==> config.mk <==
export PLATFORM = sky130hd
export DESIGN_NAME = uart_rx_engine
export DESIGN_NICKNAME = d
export VERILOG_FILES = /design/src/rtl/uart_pkg.sv /design/src/rtl/uart_bit_timer.sv /design/src/rtl/uart_rx_engine.sv
export SDC_FILE = /design/constraint.sdc
export NUM_CORES = 1
export LEC_CHECK = 0
export CELL_PAD_IN_SITES_DETAIL_PLACEMENT = 2
export CELL_PAD_IN_SITES_GLOBAL_PLACEMENT = 2
export CORE_ASPECT_RATIO = 2
export CORE_UTILIZATION = 39
export CTS_CLUSTER_SIZE = 10
export DETAILED_ROUTE_END_ITERATION = 10
export GPL_TIMING_DRIVEN = 0
export PLACE_DENSITY_LB_ADDON = 0.05
export SYNTH_ARGS = -nofsm -noshare
export SYNTH_HDL_FRONTEND = slang
export SYNTH_HIERARCHICAL = 1
export SYNTH_SLANG_ARGS = --single-unit
==> constraint.sdc <==
create_clock -name clk -period 10.58 [get_ports clk]
set_input_delay 2.645 -clock clk [delete_from_list [all_inputs] [get_ports clk]]
set_output_delay 2.645 -clock clk [all_outputs]
set_load 0.01 [all_outputs]
==> src/rtl/uart_pkg.sv <==
// rtl/uart_pkg.sv - shared UART states and frame constants
package uart_pkg;

    typedef enum logic [2:0] {
        IDLE   = 3'd0,
        START  = 3'd1,
        DATA   = 3'd2,
        PARITY = 3'd3,
        STOP   = 3'd4
    } uart_state_t;

    localparam int BT_MIN      = 4;
    localparam int DATA_BITS_7 = 7;
    localparam int DATA_BITS_8 = 8;

endpackage

==> src/rtl/uart_bit_timer.sv <==
// rtl/uart_bit_timer.sv - bit period counter with one-cycle done pulse
module uart_bit_timer #(
    parameter int W = 20
) (
    input  logic         clk,
    input  logic         reset_n,
    input  logic         load,
    input  logic         enable,
    input  logic [W-1:0] limit,
    output logic         done
);

    logic [W-1:0] r_cnt;
    logic         w_last;

    assign w_last = (r_cnt == limit - W'(1));
    assign done   = enable && !load && w_last;

    // The counter rewinds on done so the next bit period starts without a gap.
    always_ff @(posedge clk or negedge reset_n) begin
        if (!reset_n) begin
            r_cnt <= '0;
        end else if (load) begin
            r_cnt <= '0;
        end else if (enable) begin
            r_cnt <= w_last ? '0 : r_cnt + W'(1);
        end
    end

endmodule

==> src/rtl/uart_rx_engine.sv <==
// rtl/uart_rx_engine.sv - asynchronous serial frame receiver with error flags
module uart_rx_engine
    import uart_pkg::*;
#(
    parameter int BT_W = 20
) (
    input  logic            clk,
    input  logic            reset_n,
    input  logic            rx_sync,
    input  logic [BT_W-1:0] bit_time,
    input  logic            eight,
    input  logic            pen,
    input  logic            ohel,
    input  logic            rd_ack,
    output logic [7:0]      rdata,
    output logic            rxrdy,
    output logic            perr,
    output logic            ferr,
    output logic            ovf
);

    uart_state_t     r_state;
    uart_state_t     w_next;
    logic [BT_W-1:0] r_bt;
    logic            r_eight;
    logic            r_pen;
    logic            r_ohel;
    logic [7:0]      r_shift;
    logic [2:0]      r_bitcnt;
    logic            r_pbad;
    logic [7:0]      r_rdata;
    logic            r_rxrdy;
    logic            r_perr;
    logic            r_ferr;
    logic            r_ovf;

    logic            w_start;
    logic            w_done;
    logic            w_last_bit;
    logic [BT_W-1:0] w_limit;
    logic [BT_W-1:0] w_bt_clamped;
    logic [7:0]      w_data;

    assign w_start      = (r_state == IDLE) && !rx_sync;
    assign w_limit      = (r_state == START) ? (r_bt >> 1) : r_bt;
    assign w_bt_clamped = (bit_time < BT_W'(BT_MIN)) ? BT_W'(BT_MIN) : bit_time;
    assign w_last_bit   = (r_bitcnt == (r_eight ? 3'(DATA_BITS_8 - 1) : 3'(DATA_BITS_7 - 1)));
    // Bits enter from the MSB side, so a 7-bit frame sits in [7:1].
    assign w_data       = r_eight ? r_shift : {1'b0, r_shift[7:1]};

    uart_bit_timer #(.W(BT_W)) u_timer (
        .clk     (clk),
        .reset_n (reset_n),
        .load    (w_start),
        .enable  (r_state != IDLE),
        .limit   (w_limit),
        .done    (w_done)
    );

    always_ff @(posedge clk or negedge reset_n) begin
        if (!reset_n) begin
            r_state <= IDLE;
        end else begin
            r_state <= w_next;
        end
    end

    always_comb begin
        w_next = r_state;
        case (r_state)
            IDLE:    if (!rx_sync) w_next = START;
            START:   if (w_done) w_next = rx_sync ? IDLE : DATA;
            DATA:    if (w_done && w_last_bit) w_next = r_pen ? PARITY : STOP;
            PARITY:  if (w_done) w_next = STOP;
            STOP:    if (w_done) w_next = IDLE;
            default: w_next = IDLE;
        endcase
    end

    always_ff @(posedge clk or negedge reset_n) begin
        if (!reset_n) begin
            r_bt     <= BT_W'(BT_MIN);
            r_eight  <= 1'b0;
            r_pen    <= 1'b0;
            r_ohel   <= 1'b0;
            r_shift  <= '0;
            r_bitcnt <= '0;
            r_pbad   <= 1'b0;
        end else begin
            if (w_start) begin
                r_bt    <= w_bt_clamped;
                r_eight <= eight;
                r_pen   <= pen;
                r_ohel  <= ohel;
                r_pbad  <= 1'b0;
            end
            if (r_state == START && w_done) begin
                r_bitcnt <= '0;
            end
            if (r_state == DATA && w_done) begin
                r_shift  <= {rx_sync, r_shift[7:1]};
                r_bitcnt <= r_bitcnt + 3'd1;
            end
            if (r_state == PARITY && w_done) begin
                r_pbad <= (rx_sync != (^w_data ^ r_ohel));
            end
        end
    end

    // A completing frame outranks a simultaneous acknowledge.
    always_ff @(posedge clk or negedge reset_n) begin
        if (!reset_n) begin
            r_rdata <= '0;
            r_rxrdy <= 1'b0;
            r_perr  <= 1'b0;
            r_ferr  <= 1'b0;
            r_ovf   <= 1'b0;
        end else if (r_state == STOP && w_done) begin
            r_rdata <= w_data;
            r_rxrdy <= 1'b1;
            r_perr  <= r_pen & r_pbad;
            r_ferr  <= ~rx_sync;
            r_ovf   <= r_rxrdy & ~rd_ack;
        end else if (rd_ack && r_rxrdy) begin
            r_rxrdy <= 1'b0;
            r_perr  <= 1'b0;
            r_ferr  <= 1'b0;
            r_ovf   <= 1'b0;
        end
    end

    assign rdata = r_rdata;
    assign rxrdy = r_rxrdy;
    assign perr  = r_perr;
    assign ferr  = r_ferr;
    assign ovf   = r_ovf;

endmodule
==> impl_results.md, run 1 <==
* Antenna violations before repair at 0
* Cell count after placement at 674
* Syn-to-layout area delta at 20.3%
* FFs w/ async S/R, synth at 1.00
* Outcome: finished clean
* Largest net degree at the start of global routing at 57
* GR Util All Layers at 0.269
* Count of final max-slew check failures at 0
* CP Max Fanout at 10
* Synth Warn # at 6
* Setup tns final at 0 ns
* FMAX at 0.178 GHz
* Gpl congestion at roughly 0.81
* Cell Count, Final, Fillers Out at a little under 700
* First-pass GRT wire length at between 20 and 25 mm
* Top_reg_cell synth: dfrtp_1
* FF+latch count, synth at 70
* CP arrival at 5.82 ns
* Class of the worst hold path: reg -> reg
* Static Leak at 2.37 nW
* Clk buf depth at 2
* # DRC at 0
* ANT cells at 0
* Crit-path cells: buf_2 > inv_1 > nor3_1 > buf_2 > mux2_2 > buf_6 > or4_1 > buf_2 > or4_1 > mux2_2 > a31oi_1 > a2111o_1 > nor2_1 > and2_1 > nand3_1 > clkbuf_1 > nand2_1 > o21ai_0
* Placed wire-length estimate at approximately 11 mm
* Initial Util at 0.404
* Hold-fix buffers, CTS at 0
* Max_cap viols at 0
* Post-Route M1 WL at 4.93 mm
* Metal2 WL at 9.08 mm
* Setup crit start kind: flop
* Wire length on met3 at 268 um
* Clock skew at 0.00820 ns
* Port Buffers at 38
* Clk slew on worst S/H paths at 0.06 ns
* Via/cell ratio at 5.77
* Peak VDD IR at 0.0855 mV
* Final hold slack at about 0.48 ns
* Initial DRC count at between 100 and 150
* Final WL at roughly 15 mm
* CP endpoint kind: flop
* Minimum clock period after layout at about 5.6 ns
* Cell area after synthesis at around 4500 um2
* Clk root buf: clkbuf_16
* Library cells used by synthesis at 63
* Post-Syn Nets at 525
* Post-synth EDFFs at 0
* Final setup fails at 0
* Unrepaired setup endpoints after global routing: no
* Num CTS Buffers at 9
* Crit path max-delay family: simple AND/OR/NAND/NOR gates
* Fillers at between 1000 and 1500
* Post-CTS Setup Bufs at 0
* Slew headroom at 0.317
* Final hold vios at 0
* Vias in the first global route at 4763
* Cells after Synth at 495
* Layout Utilization at 0.486
* DR WL/cell at around 21 um
* Syn avg cell area at roughly 9 um2
* Clock sink count at 70
* Worst-Margin Slew at ~1.0 ns
* DR pass1 iterations at 4
* Die height at around 150 um
* Via Count at roughly 4000
* CP max stage delay at ~0.50 ns
* CP required at between 10 and 15 ns
* Max layer used: met4
* Area of the die at about 12000 um2
* Slowest-stage cell, CP: or4_1
* CP Buf/Inv Count at 6
* Nets@finish at 575
* CTS tree: yes
* Setup CP Type: reg -> reg
* Power Density at approximately 180 nW/um2
* Remaining global-route overflow at 0
* Seq/Total Area, Yosys at 0.394
* Die width at between 70 and 80 um
* Final worst-path cycle share at 0.532
* Layout cells sized above 1 at 0.142
* CTS H-Tree Depth at 3
* Row cnt at between 50 and 60
* Num ports at 39
* Core footprint at roughly 11000 um2
* Remaining antenna violation count after routing at 0
* Clk Latency, worst-skew pair at between 0.3 and 0.4 ns
* CP most frequent cell: buf_2
* # resized after CTS at 0
-- sequential cells by signal, indices dropped and copies added (netlist names) --
name and cells:
u_timer/r_cnt 20, r_bitcnt 3, ovf 1, perr 1, r_eight 1, r_pen 1
rdata 8, ferr 1, r_shift 8, r_bt 20, r_pbad 1, r_ohel 1
r_state 3, rxrdy 1
-- tightest hold or removal path, stage by stage, from the launching register on --
cell and delay [ns]:
dfrtp_1 0.35, nand2_1 0.05, nand2_1 0.05
-- layout make-up --
| cell class | instances | area (um2) | share of cell area |
|---|---|---|---|
| inverters | 13 | 53.8 | 0.0100 |
| clock buffers | 9 | 225 | 0.0420 |
| plain buffers | 23 | 163 | 0.0304 |
| flip-flops and latches | 70 | 1750 | 0.327 |
| well taps | 140 | 175 | 0.0327 |
| repair buffers | 39 | 405 | 0.0757 |
| multi-input cells | 389 | 2480 | 0.464 |
| clock inverters | 7 | 97.6 | 0.0182 |
-- cell usage in the layout, fill, tap and decap left out, drive strengths merged, types with 7 or more instances in the layout --
cell           netlist  final
nand2              103    103
nor2                27     27
a21o                 7      7
o21ai               28     28
xor2                 9      9
nor3                12     12
buf                 16     18
nand2b               7      7
xnor2               20     20
mux2                30     30
clkbuf               7     16
nor4                14     14
a31oi                8      8
a21oi               11     11
nor2b               10     10
nand3               16     16
clkdlybuf4s50        0     37
or4                  8      8
mux2i               11     11
inv                 12     13
dfrtp               69     69
-- kinds of logic after synthesis --
| family | synth area share |
|---|---|
| AOI/OAI and AO/OA | 0.128 |
| xor gates and xnor gates | 0.0621 |
| adders and majority gates | 0.00843 |
| buffers and inverters | 0.0486 |
| DFF | 0.394 |
| muxes | 0.101 |
| and+or+nand+nor | 0.258 |
-- synthesized netlist by cell type (all sizes together), types with 2 or more instances --
library cell  number  area, um2
ha                 3       37.5
a211o              6       52.6
nor2b             10       62.6
and2               3       18.8
a31oi              8       50.1
o31ai              2       15.0
o31a               2       17.5
xor2               9       78.8
dfrtp             69       1730
nor3              12       60.1
and3               6       37.5
nor3b              4       30.0
or3                6       42.5
a21oi             11       55.1
or4                8       63.8
nor4              14        118
mux2              30        338
a2111o             3       33.8
o22ai              3       18.8
xnor2             20        175
mux2i             11        110
nand2            103        387
nor2              27        104
o21ai             28        151
clkbuf             7       26.3
nand3             16       80.1
buf               16        136
nand4              5       31.3
or2                6       37.5
nand2b             7       43.8
a21o               7       52.6
inv               12       45.0
-- per-layer routing --
metal / track usage / vias to the layer above
met3: 0.0310 / 24
met1: 0.243 / 2050
met4: 0.133 / 0
met2: 0.557 / 56
li1: - / 1851
met5: 0 / -
-- path summary, 6_finish.rpt --
check | from | slack (ns) | cells past startpoint | to
worst max-delay path | r_state[0]$_DFFE_PN0P_ | 4.96 | 18 | rdata[6]$_DFFE_PN0P_
worst min-delay path | rdata[7]$_DFFE_PN0P_ | 0.48 | 2 | rdata[7]$_DFFE_PN0P_
worst max register to register | r_state[0]$_DFFE_PN0P_ | 4.96 | 18 | rdata[6]$_DFFE_PN0P_
worst min register to register | rdata[7]$_DFFE_PN0P_ | 0.48 | 2 | rdata[7]$_DFFE_PN0P_
max in group asynchronous | reset_n | 7.79 | 2 | r_bt[2]$_DFFE_PN1P_
min in group asynchronous | reset_n | 2.17 | 1 | u_timer/r_cnt[6]$_DFFE_PN0P_
-- report_power, final --
| group | leakage (nW) | internal [W] | switching [W] |
|---|---|---|---|
| sequential | 0.924 | 0.000304 | 0.0000381 |
| combinational | 1.29 | 0.000116 | 0.000156 |
| clock | 0.152 | 0.000207 | 0.000123 |
| total | 2.37 | 0.000627 | 0.000317 |
-- through the flow --
stage	total power, W	instance area (um2)	setup WS [ns]
floorplan	0.000525	4450	6.07
global placement	0.000589	5010	4.33
detailed placement	0.000615	5030	4.86
CTS	0.000956	5360	4.94
global route	0.000991	5360	4.61
finish	0.000944	5360	4.96
No activity file was read; power rests on OpenSTA's default activity.
==> inputs of run 2 (changes only) <==
- CORE_UTILIZATION: 39 -> 36
- clock period: 10.58 -> 5.45 ns (I/O delays scaled with it)
==> run 2 against run 1 <==
Effect of this change:
- register-to-register slack worse by 4.7 ns
- critical endpoint is now r_shift[6]$_DFFE_PN0P_
- worst hold slack better by 0.016 ns
- global-route usage is 3.2 points lower
- highest routed layer unchanged
- largest cell class unchanged
- total power is 100% higher
- clock power is 120% higher
- maximum frequency is 8.9% higher
- routed wire length is 3.3% lower
==> impl_results.md, run 2 (synthesis gave the netlist of run 1 again) <==
* Outcome: finished clean
* Num ports at 39 (unchanged)
* Antenna violations before repair at 0 (unchanged)
* Row cnt at 57 (+5.6%)
* DR pass1 iterations at 6 (+2)
* Initial DRC count at 91 (-30%)
* CTS H-Tree Depth at 3 (unchanged)
* Via/cell ratio at 5.59 (-3.1%)
* Hold-fix buffers, CTS at 0 (unchanged)
* Most common cell after layout, fill and taps aside: nand2_1
* Clock sink count at 70 (unchanged)
* Power Density at 352 nW/um2 (+99%)
* CP arrival at 5.38 ns (-0.44 ns)
* Clock skew at 0.00608 ns (-0.00212 ns)
* Final hold slack at 0.493 ns (+0.0157 ns)
* Clk root buf: clkbuf_16
* Cell count after placement at 681 (+1.0%)
* CTS tree: yes
* Most frequent cells in the layout: nand2_1, dfrtp_1, clkdlybuf4s50_1
* Reg2reg end: r_shift[6]$_DFFE_PN0P_
* Crit path to: r_shift[6]$_DFFE_PN0P_
* Remaining global-route overflow at 0 (unchanged)
* DR WL/cell at 20.4 um (-4.4%)
* Final worst-path cycle share at 0.948 (+0.416)
* Count of final max-slew check failures at 0 (unchanged)
* GR Util All Layers at 0.237 (-0.0323)
* Num CTS Buffers at 9 (unchanged)
* Initial Util at 0.367 (-0.0371)
* Final hold vios at 0 (unchanged)
* Port Buffers at 38 (unchanged)
* ANT cells at 0 (unchanged)
* Crit path from: r_state[0]$_DFFE_PN0P_
* Setup slack at placement at 0.0248 ns (-4.83 ns)
* Slew headroom at 0.296 (-0.0213)
* Core footprint at 12100 um2 (+10%)
* Nets@finish at 576 (+0.17%)
* Placed wire-length estimate at 10.9 mm (-3.4%)
* Unrepaired setup endpoints after global routing: no
* CP endpoint kind: flop
* Cell Count, Final, Fillers Out at 698 (+1.2%)
* Clk buf depth at 2 (unchanged)
* FF-to-FF Start: r_state[0]$_DFFE_PN0P_
* Die height at 159 um (+4.0%)
* Vias in the first global route at 4456 (-6.4%)
* Die width at 80.6 um (+4.0%)
* Minimum clock period after layout at 5.17 ns (-0.458 ns)
* Final setup fails at 0 (unchanged)
* Static Leak at 2.41 nW (+1.7%)
* Setup crit start kind: flop
* Worst-Margin Slew at 1.04 ns (+0.0315 ns)
* Gpl congestion at 0.758 (-5.9%)
* Largest net degree at the start of global routing at 68 (+19%)
* Largest regs: r_bt: 20 flops, u_timer/r_cnt: 20 flops
* Setup tns final at 0 ns (unchanged)
* Clk slew on worst S/H paths at 0.06 ns (about the same)
* Clk Latency, worst-skew pair at 0.34 ns (about the same)
* CP required at 5.67 ns (-5.11 ns)
* FF-to-FF path depth at 17 (-1)
* Peak VDD IR at 0.200 mV (+130%)
* Via Count at 3901 (-2.0%)
* Layout cells sized above 1 at 0.149 (+0.00700)
* Overall Power at 0.00192 W (+100%)
* First-pass GRT wire length at 22.8 mm (-6.6%)
* Class of the worst hold path: reg -> reg
* # DRC at 0 (unchanged)
* Area of the die at 12800 um2 (+8.2%)
* R2r setup slk at 0.28 ns (-4.67 ns)
* FMAX at 0.194 GHz (+8.9%)
* CP Max Fanout at 10 (unchanged)
* Max_cap viols at 0 (unchanged)
* Setup CP Type: reg -> reg
* Remaining antenna violation count after routing at 0 (unchanged)
* Syn-to-layout area delta at 22.5%
* Final WL at 14.3 mm (-3.3%)
* Setup ws final at 0.285 ns (-4.67 ns)
==> run 2: worst min-delay path by stage <==
stage	from	to	slack, ns	depth (start not counted)
3_3_place_gp	rdata[7]$_DFFE_PN0P_	rdata[7]$_DFFE_PN0P_	0.46	2
2_1_floorplan	r_bt[0]$_DFFE_PN0P_	r_bt[0]$_DFFE_PN0P_	0.45	2
4_1_cts	rdata[7]$_DFFE_PN0P_	rdata[7]$_DFFE_PN0P_	0.50	2
6_report	rdata[6]$_DFFE_PN0P_	rdata[6]$_DFFE_PN0P_	0.49	2
5_1_grt	rdata[7]$_DFFE_PN0P_	rdata[7]$_DFFE_PN0P_	0.52	2
3_5_place_dp	rdata[7]$_DFFE_PN0P_	rdata[7]$_DFFE_PN0P_	0.48	2
==> run 2: where the power goes <==
| group | leakage [nW] | internal (W) | total [W] | switching [W] |
|---|---|---|---|---|
| Clock | 0.180 | 0.000496 | 0.000741 | 0.000245 |
| Combinational | 1.31 | 0.000225 | 0.000513 | 0.000288 |
| Sequential | 0.924 | 0.000590 | 0.000662 | 0.0000727 |
| Total | 2.41 | 0.00131 | 0.00192 | 0.000606 |
==> run 2: per-stage QoR <==
step                cell area, um2   util
floorplan                     4450      -
global placement              5020  0.414
detailed placement            5040  0.416
CTS                           5420  0.447
global route                  5450  0.450
finish                        5450  0.450
==> run 2: final cells by class <==
type,count,area [um2]
tap,147,184
multi-input combinational,389,2500
clock buffer,9,225
fill,1343,6670
inverter,13,53.8
buffer,23,165
clock inverter,7,146
timing repair buffer,40,425
sequential,70,1750
==> run 2: routing by layer <==
layer	part of all wire	vias up	global-route usage
met5	0	-	0
met4	0.033	0	0.101
met3	0.013	27	0.0321
met2	0.61	44	0.478
met1	0.35	1975	0.222
li1	-	1855	-
==> run 2: what timing repair did <==
action | 4_1_cts | 5_1_grt
endpoints found under the setup margin | 15 | 20
resized for setup | 2 | 3
setup buffers | 0 | 1
pin swaps | 0 | 1
==> run 2: critical path, stage by stage (launching register included) <==
cell,delay [ns]
dfrtp_1,0.35
buf_2,0.24
inv_1,0.14
nor3_2,0.22
clkbuf_4,0.28
mux2_2,0.36
buf_6,0.14
nor4_4,0.39
nand3_1,0.21
or4_1,0.47
a2111o_1,0.39
a2111o_1,0.48
nor2_1,0.19
and2_2,0.30
nand3b_1,0.21
nor2_4,0.18
buf_12,0.14
mux2_2,0.34
